$ cat src/rtl/nrs_gold_seq_gen_tx.sv
// -----------------------------------------------------------------------------
// nrs_gold_seq_gen_tx
//
// Gold pseudo-random sequence generator for the NB-IoT narrowband reference
// signal (NRS). From the cell ID, slot number and OFDM symbol index it forms
// c_init, seeds the two 31-bit LFSRs (x1 fixed to 1, x2 to c_init), advances
// both by NC + M_OFFSET steps and then captures the four sequence bits
// c(218), c(219), c(220), c(221). These feed the downstream NRS QPSK mapping
// (c = 1 -> -0.707, c = 0 -> +0.707).
//
// Ports
//   clk         in   1  system clock, rising edge
//   rst_n       in   1  asynchronous active-low reset
//   start       in   1  request a generation; only looked at while idle
//   n_id_ncell  in   9  NB-IoT cell ID, 0..503
//   ns          in   5  slot number, 0..19
//   l           in   3  OFDM symbol index within the slot, 0..6
//   busy        out  1  high from the accepting edge through the capture edge
//   c_valid     out  1  single-cycle pulse, c0..c3 have just been updated
//   c0..c3      out  1  c(M_OFFSET) .. c(M_OFFSET+3), held until next capture
//
// Timing, counting edges from the one that accepts start (E0):
//   E1          seed the LFSRs
//   E2..E1819   1818 shift steps
//   E1820       capture, c_valid high in the following cycle
//   E1821       earliest next accept (start may simply be held high)
// -----------------------------------------------------------------------------
module nrs_gold_seq_gen_tx #(
    parameter int NC       = 1600,
    parameter int M_OFFSET = 218
) (
    input  logic       clk,
    input  logic       rst_n,
    input  logic       start,
    input  logic [8:0] n_id_ncell,
    input  logic [4:0] ns,
    input  logic [2:0] l,
    output logic       busy,
    output logic       c_valid,
    output logic       c0,
    output logic       c1,
    output logic       c2,
    output logic       c3
);

    // -------------------------------------------------------------------------
    // Constants
    // -------------------------------------------------------------------------
    localparam int          N_SHIFT  = NC + M_OFFSET;
    // The ADV state leaves when the count of completed shifts is about to
    // reach N_SHIFT; an 11-bit counter covers this without wrapping.
    localparam logic [10:0] CNT_LAST = 11'(N_SHIFT - 1);

    typedef enum logic [1:0] {
        ST_IDLE    = 2'd0,
        ST_LOAD    = 2'd1,
        ST_ADV     = 2'd2,
        ST_CAPTURE = 2'd3
    } state_e;

    // -------------------------------------------------------------------------
    // State
    // -------------------------------------------------------------------------
    state_e      state_q,   state_d;
    logic        busy_q,    busy_d;
    logic        c_valid_q, c_valid_d;
    logic [3:0]  c_q,       c_d;
    logic [30:0] x1_q,      x1_d;
    logic [30:0] x2_q,      x2_d;
    logic [10:0] cnt_q,     cnt_d;

    // Request parameters, frozen at accept so that input changes during a
    // run cannot disturb the seed.
    logic [8:0]  n_id_q,    n_id_d;
    logic [4:0]  ns_q,      ns_d;
    logic [2:0]  l_q,       l_d;

    // -------------------------------------------------------------------------
    // c_init = 2^10 * (7*(ns+1) + l + 1) * (2*n_id + 1) + 2*n_id + 1
    //
    // slot_term fits 8 bits even for out-of-range ns/l (max 7*32+8 = 232),
    // id_term is 10 bits, their product 18 bits, shifted 28 bits, and the
    // final sum 31 bits. Nothing is clamped.
    // -------------------------------------------------------------------------
    logic [7:0]  ns_plus1;
    logic [7:0]  slot_term;
    logic [9:0]  id_term;
    logic [17:0] seed_prod;
    logic [30:0] c_init;

    always_comb begin
        ns_plus1  = {3'b000, ns_q} + 8'd1;
        slot_term = (ns_plus1 * 8'd7) + {5'b00000, l_q} + 8'd1;
        id_term   = {n_id_q, 1'b1};
        seed_prod = {10'd0, slot_term} * {8'd0, id_term};
        c_init    = {3'b000, seed_prod, 10'd0} + {21'd0, id_term};
    end

    // -------------------------------------------------------------------------
    // LFSR single steps. Bit k holds x(n+k); a step drops x(n) off bit 0 and
    // appends x(n+31) at bit 30.
    //   x1(n+31) = x1(n+3) ^ x1(n)
    //   x2(n+31) = x2(n+3) ^ x2(n+2) ^ x2(n+1) ^ x2(n)
    // -------------------------------------------------------------------------
    logic [30:0] x1_step;
    logic [30:0] x2_step;

    always_comb begin
        x1_step = {x1_q[3] ^ x1_q[0], x1_q[30:1]};
        x2_step = {x2_q[3] ^ x2_q[2] ^ x2_q[1] ^ x2_q[0], x2_q[30:1]};
    end

    // -------------------------------------------------------------------------
    // Next-state logic
    // -------------------------------------------------------------------------
    always_comb begin
        // NOTE: every signal written here gets a default first, so no path
        // through the case can leave one unassigned and infer a latch.
        state_d   = state_q;
        busy_d    = busy_q;
        c_valid_d = 1'b0;          // pulse: drops on the edge after capture
        c_d       = c_q;
        x1_d      = x1_q;
        x2_d      = x2_q;
        cnt_d     = cnt_q;
        n_id_d    = n_id_q;
        ns_d      = ns_q;
        l_d       = l_q;

        unique case (state_q)
            ST_IDLE: begin
                if (start) begin
                    n_id_d  = n_id_ncell;
                    ns_d    = ns;
                    l_d     = l;
                    busy_d  = 1'b1;
                    state_d = ST_LOAD;
                end
            end

            ST_LOAD: begin
                x1_d    = 31'd1;
                x2_d    = c_init;
                cnt_d   = 11'd0;
                state_d = ST_ADV;
            end

            ST_ADV: begin
                x1_d  = x1_step;
                x2_d  = x2_step;
                cnt_d = cnt_q + 11'd1;
                if (cnt_q == CNT_LAST) begin
                    state_d = ST_CAPTURE;
                end
            end

            ST_CAPTURE: begin
                // After N_SHIFT steps bit k of each register holds
                // x(NC + M_OFFSET + k), so c(M_OFFSET + k) = x1[k] ^ x2[k].
                c_d       = x1_q[3:0] ^ x2_q[3:0];
                c_valid_d = 1'b1;
                busy_d    = 1'b0;
                state_d   = ST_IDLE;
            end

            default: begin
                state_d = ST_IDLE;
            end
        endcase
    end

    // -------------------------------------------------------------------------
    // Registers
    // -------------------------------------------------------------------------
    // NOTE: the LFSRs, counter and captured bits are reset along with the
    // control state; a reset mid-run must leave no stale result visible.
    always_ff @(posedge clk or negedge rst_n) begin
        if (!rst_n) begin
            state_q   <= ST_IDLE;
            busy_q    <= 1'b0;
            c_valid_q <= 1'b0;
            c_q       <= 4'd0;
            x1_q      <= 31'd0;
            x2_q      <= 31'd0;
            cnt_q     <= 11'd0;
            n_id_q    <= 9'd0;
            ns_q      <= 5'd0;
            l_q       <= 3'd0;
        end else begin
            // NOTE: non-blocking assignments, so every register samples the
            // values from before this edge regardless of statement order.
            state_q   <= state_d;
            busy_q    <= busy_d;
            c_valid_q <= c_valid_d;
            c_q       <= c_d;
            x1_q      <= x1_d;
            x2_q      <= x2_d;
            cnt_q     <= cnt_d;
            n_id_q    <= n_id_d;
            ns_q      <= ns_d;
            l_q       <= l_d;
        end
    end

    // -------------------------------------------------------------------------
    // Outputs
    // -------------------------------------------------------------------------
    assign busy    = busy_q;
    assign c_valid = c_valid_q;
    assign c0      = c_q[0];
    assign c1      = c_q[1];
    assign c2      = c_q[2];
    assign c3      = c_q[3];

endmodule

$ cat config.mk
export PLATFORM = sky130hd
export DESIGN_NAME = nrs_gold_seq_gen_tx
export DESIGN_NICKNAME = d
export VERILOG_FILES = /design/src/rtl/nrs_gold_seq_gen_tx.sv
export SDC_FILE = /design/constraint.sdc
export NUM_CORES = 1
export LEC_CHECK = 0
export CAP_MARGIN = 20
export CORE_MARGIN = 8
export CORE_UTILIZATION = 60
export CTS_CLUSTER_DIAMETER = 60
export CTS_CLUSTER_SIZE = 8
export DETAILED_ROUTE_END_ITERATION = 16
export PLACE_DENSITY = 0.82
export SYNTH_ARGS = -nofsm -noshare
export SYNTH_HDL_FRONTEND = slang
export SYNTH_SLANG_ARGS = --single-unit
$ cat constraint.sdc
create_clock -name clk -period 10.6 [get_ports clk]
set_input_delay 2.12 -clock clk [delete_from_list [all_inputs] [get_ports clk]]
set_output_delay 2.12 -clock clk [all_outputs]
set_load 0.01 [all_outputs]
### Word-level counts from Yosys, hierarchy flattened

Index checks and enable logic that the tools add are counted.

* bits in registers: 98
* input port bits: 20
* logic and storage cells: 43
* output and inout bits: 6

* multiplexer cells: 9
* eq/ne operators: 6
* add/subtract/negate cells: 5
* reduce and logical (&&, ||, !) cells: 6
* $mul: 2
* bitwise gates (word level): 5

Operators by type and width (count)
* $pmux W31 S2: 2
* $add A28 B10 Y29: 1
* $pmux W11 S2: 1
* $mul A8 B10 Y18: 1
* $add A11 B1 Y11 const B: 1
* $eq A11 B11 Y1 const B: 1
* $add A8 B1 Y8 const B: 1
* $add A8 B3 Y8: 1
* $mul A6 B3 Y8 const B: 1
* $pmux W2 S4: 1
* $add A5 B1 Y6 const B: 1
* $reduce_and A2 Y1: 3
* $eq A2 B2 Y1 const B: 2
* $mux W2: 2
* $ne A2 B2 Y1 const B: 2
* $reduce_bool A2 Y1: 2
* $xor A1 B1 Y1: 4
* $xor A4 B4 Y4: 1
* $eq A2 B1 Y1 const B: 1
* $logic_not A2 Y1: 1
* $mux W1: 2
* $pmux W1 S2: 1

### Depth between registers and ports, before layout

* depth after elaboration: 7
* gate-level depth with buffers: 29
* depth with buffers taken out: 28

### Worst setup path before layout

OpenSTA, ideal clock, no wires.

* kind: register -> register
* start point: register ns_q[0]
* end point: register x2_q[23]
* period minus slack after synthesis: 6.940 ns
* cell stages (with the launch flop): 26
* arrival: 6.820 ns
* library setup time: 0.120 ns
* slack: 3.660 ns
* cells stage by stage: dfrtp_1 -> inv_1 -> ha_1 -> clkbuf_1 -> xor2_1 -> xnor2_1 -> fa_1 -> inv_1 -> fa_1 -> a21o_1 -> a21oi_2 -> nor2_1 -> a311oi_4 -> and2_1 -> fa_1 -> fa_1 -> fa_1 -> inv_1 -> fa_1 -> inv_1 -> ha_1 -> o21a_2 -> o2111ai_2 -> a21oi_1 -> or3_1 -> a31o_1

* word-level cells in the longest chain between the ends: 7

RTL lines
* start, declared: RTL line 75 `logic [4:0] ns_q, ns_d;`
* start signal, assigned: RTL line 200 `ns_q <= ns_d;`
* $add A5 B1 Y6: RTL line 92 `ns_plus1 = {3'b000, ns_q} + 8'd1;`
* $mul A6 B3 Y8: RTL line 93 `slot_term = (ns_plus1 * 8'd7) + {5'b00000, l_q} + 8'd1;`
* $add A8 B3 Y8: RTL line 93
* $add A8 B1 Y8: RTL line 93
* $mul A8 B10 Y18: RTL line 95 `seed_prod = {10'd0, slot_term} * {8'd0, id_term};`
* $add A28 B10 Y29: RTL line 96 `c_init = {3'b000, seed_prod, 10'd0} + {21'd0, id_term};`
* $pmux W31 S2: RTL line 130 `unique case (state_q)`
* end signal, assigned: RTL line 184 `x2_q <= 31'd0;`
* end signal, assigned: RTL line 197 `x2_q <= x2_d;`
* end, declared: RTL line 69 `logic [30:0] x2_q, x2_d;`

Every way passes these cells.
A chain may end at the register's enable or synchronous reset.

### Worst setup path in the final report

Ends and elaborated chain as after synthesis.

==> metrics.cfg <==
[outcome]
status = complete, no violations

[floorplan]
die_area_mm2 = 0.0167
core-area_mm2 = 0.0126
io_pins = 26
initial_core_util_pct = 61.2
dieHeight_um = 129
fp-row-count = 41
die-width_um = 129

[synth]
synth.distinct_cells = 63
synth-seq-cells = 98
synth_fp_nets = 959
avgSynthCellArea_um2 = 9.26
async_reset_ff_share_pct = 100
synth_warnings = 0
synth_largest_area_cell = dfrtp_1
synthTopCellsByArea = dfrtp_1 32%, fa_1 13%, ha_1 9.4%, inv_1 6.1%, and2_1 3.8%
synth_flop_cell = dfrtp_1
synth_top_cell_area_share_pct = 31.9
ys_seq_area_share_pct = 31.9
synth_area_mm2 = 0.00769
synth-edff-count = 0
netlist_instances = 831

[clocking]
tritoncts = built
clockBufferDepth = 2
cts_root_buf = clkbuf_16
clkLatencyLatePin_ns = 0.36
ctsResizeCount = 0
clk_pin_slew_ns = 0.07
clock-sinks = 98
postCtsSetupBuffers = 0
htreeDepth = 3
cts-buffers-inserted = 9
postCtsHoldBufs = 0

[route]
ant_nets = 0
wirelength_mm = 15.3
routed_via_density = 5.68
vias = 5706
drtIter0Drc = 400
wl_per_cell_um = 15.3
dr.pass1.iters = 5
drc = 0

[critical_path]
crit_fanout = 10
cp-start-kind = register
cp_common_cell = fa_1
slowest_stage = fa_1
arrival_ns = 7.68
required_ns = 10.86
end_kind = register
crit_chain = inv_1, ha_1, xor2_1, xnor2_1, fa_1, inv_1, fa_1, a21o_1, a21oi_2, nor2_1, a311oi_4, and2_1, fa_1, fa_1, fa_1, inv_1, fa_1, inv_1, ha_1, o21a_2, o2111ai_2, a21oi_1, or3_1, a31o_1
slowest_delay_ns = 0.56
crit_type = reg2reg

[layout]
fin_nets = 955
final-seq-area_mm2 = 0.00245
multiInputGateArea_mm2 = 0.00457
fillers = 974
area_growth_pct = 7.74
drive_above_1_share_pct = 6.13
layout_commonest_cell = inv_1
layout_common_cells = 124 x inv_1, 98 x dfrtp_1, 56 x ha_1, 51 x nand2_1, 50 x fa_1
fin_cells = 1004
n_antenna_cell = 0
fin_util_pct = 65.9

[hold_path]
min_path_type = reg2reg

[timing]
clock.fmax_mhz = 135
clock-skew-final_ns = 0.00822
slew-limit-headroom_pct = 34.2
setup_slack_ns = 3.17
min_period_over_period_pct = 70.1
setup_viol = 0
hold_viol_final = 0
drv_slew = 0
fin_crit_ns = 7.43
rsz0062_at_grt = no
fin_tns_setup_ns = 0
worstMarginPinSlew_ns = 0.984

[placed_design]
dpl.hpwl_mm = 10.9
gp_routability_congestion = 0.868
place_inst = 988
numPortBuffers = 25
dp_slack_ns = 3.20

[grt]
antenna_found_initial = 0
grt_pass1_vias = 5730
grt.total_usage_pct = 20.0
grt_max_degree = 114
grt_overflow = 0
grt_pass1_wl_mm = 27.0

[pwr]
ir_worst_vdd_mv = 0.138
power.density_mw_per_mm2 = 89.0
p_leak_nw = 4.11

[flow_run]
drv_cap = 0

-- metal layers --
metal / wire length [um] / track usage (%) / vias up
met5: 0 / 0 / -
met4: 351 / 8.57 / 0
met3: 755 / 4.85 / 30
met1: 6790 / 25.6 / 2803
met2: 7430 / 31.8 / 135
li1: - / - / 2738
-- stage by stage --
stage | total power [mW] | cell area, um^2 | hold slack [ns]
2_1_floorplan | 0.381 | 7690 | 0.449
3_3_place_gp | 0.396 | 7970 | 0.469
3_5_place_dp | 0.396 | 7970 | 0.478
4_1_cts | 0.749 | 8290 | 0.497
5_1_grt | 0.765 | 8290 | 0.519
6_report | 0.738 | 8290 | 0.495
-- area by class of cell --
class	instances	area share, %
Clock buffer	9	2.72
Multi-Input combinational cell	566	55.1
Clock inverter	7	1.12
Inverter	124	5.62
Timing Repair Buffer	28	3.26
Tap cell	172	2.60
Sequential cell	98	29.6
-- flip-flops by register name, indices dropped and copies added (netlist names), 2 cells and up --
| register | cells |
|---|---|
| x1_q | 31 |
| x2_q | 31 |
| cnt_q | 11 |
| n_id_q | 9 |
| ns_q | 5 |
| c_q | 4 |
| l_q | 3 |
| state_q | 2 |
-- path summary, 6_finish.rpt --
| path | startpoint | endpoint | slack (ns) | cells past startpoint |
|---|---|---|---|---|
| setup / recovery | ns_q[0]$_DFFE_PN0P_ | x2_q[23]$_DFFE_PN0P_ | 3.17 | 24 |
| hold / removal | x2_q[25]$_DFFE_PN0P_ | x2_q[25]$_DFFE_PN0P_ | 0.49 | 2 |
| setup reg to reg | ns_q[0]$_DFFE_PN0P_ | x2_q[23]$_DFFE_PN0P_ | 3.17 | 24 |
| hold reg to reg | x2_q[25]$_DFFE_PN0P_ | x2_q[25]$_DFFE_PN0P_ | 0.49 | 2 |
| max in group asynchronous | rst_n | x2_q[15]$_DFFE_PN0P_ | 7.74 | 2 |
| min in group asynchronous | rst_n | cnt_q[1]$_DFFE_PN0P_ | 1.66 | 1 |
-- power by group --
| part | leakage [nW] | internal, mW | switching [mW] |
|---|---|---|---|
| registers | 1.35 | 0.374 | 0 |
| clock network | 0.156 | 0.190 | 0.160 |
| logic | 2.60 | 0.00625 | 0.00798 |
| total | 4.11 | 0.569 | 0.168 |
-- critical path, delay by kind of cell (launching register included) --
kind | cells | cell delay (ns)
fa+ha+maj | 8 | 3.80
compound gates | 7 | 1.66
simple gates | 3 | 0.66
flops | 1 | 0.48
xor+xnor | 2 | 0.45
buf+inv | 4 | 0.26
-- synthesized netlist by cell type, types with 5 or more instances --
library cell	n
inv_1	124
nand3_1	44
mux2i_1	18
a31oi_1	5
nor3_1	10
a21o_1	6
and2_1	47
buf_1	5
nand3b_1	5
a21oi_1	49
xnor2_1	19
o21a_1	8
buf_2	7
or3_1	8
and3_1	9
xor2_1	9
o211ai_1	5
nor2_1	44
mux2_2	18
nand2_1	51
o21ai_0	49
fa_1	50
clkbuf_1	27
nand4_1	5
ha_1	58
dfrtp_1	98
-- logic make-up after synthesis --
logic type      Yosys count  synth area share [%]
compound gates          152                  12.3
xor+xnor                 29                  3.40
fa+ha+maj               108                  22.4
buf+inv                 167                  8.95
flops                    98                  31.9
mux                      36                  4.98
simple gates            241                  16.0
(Power assumes the default switching activity.)
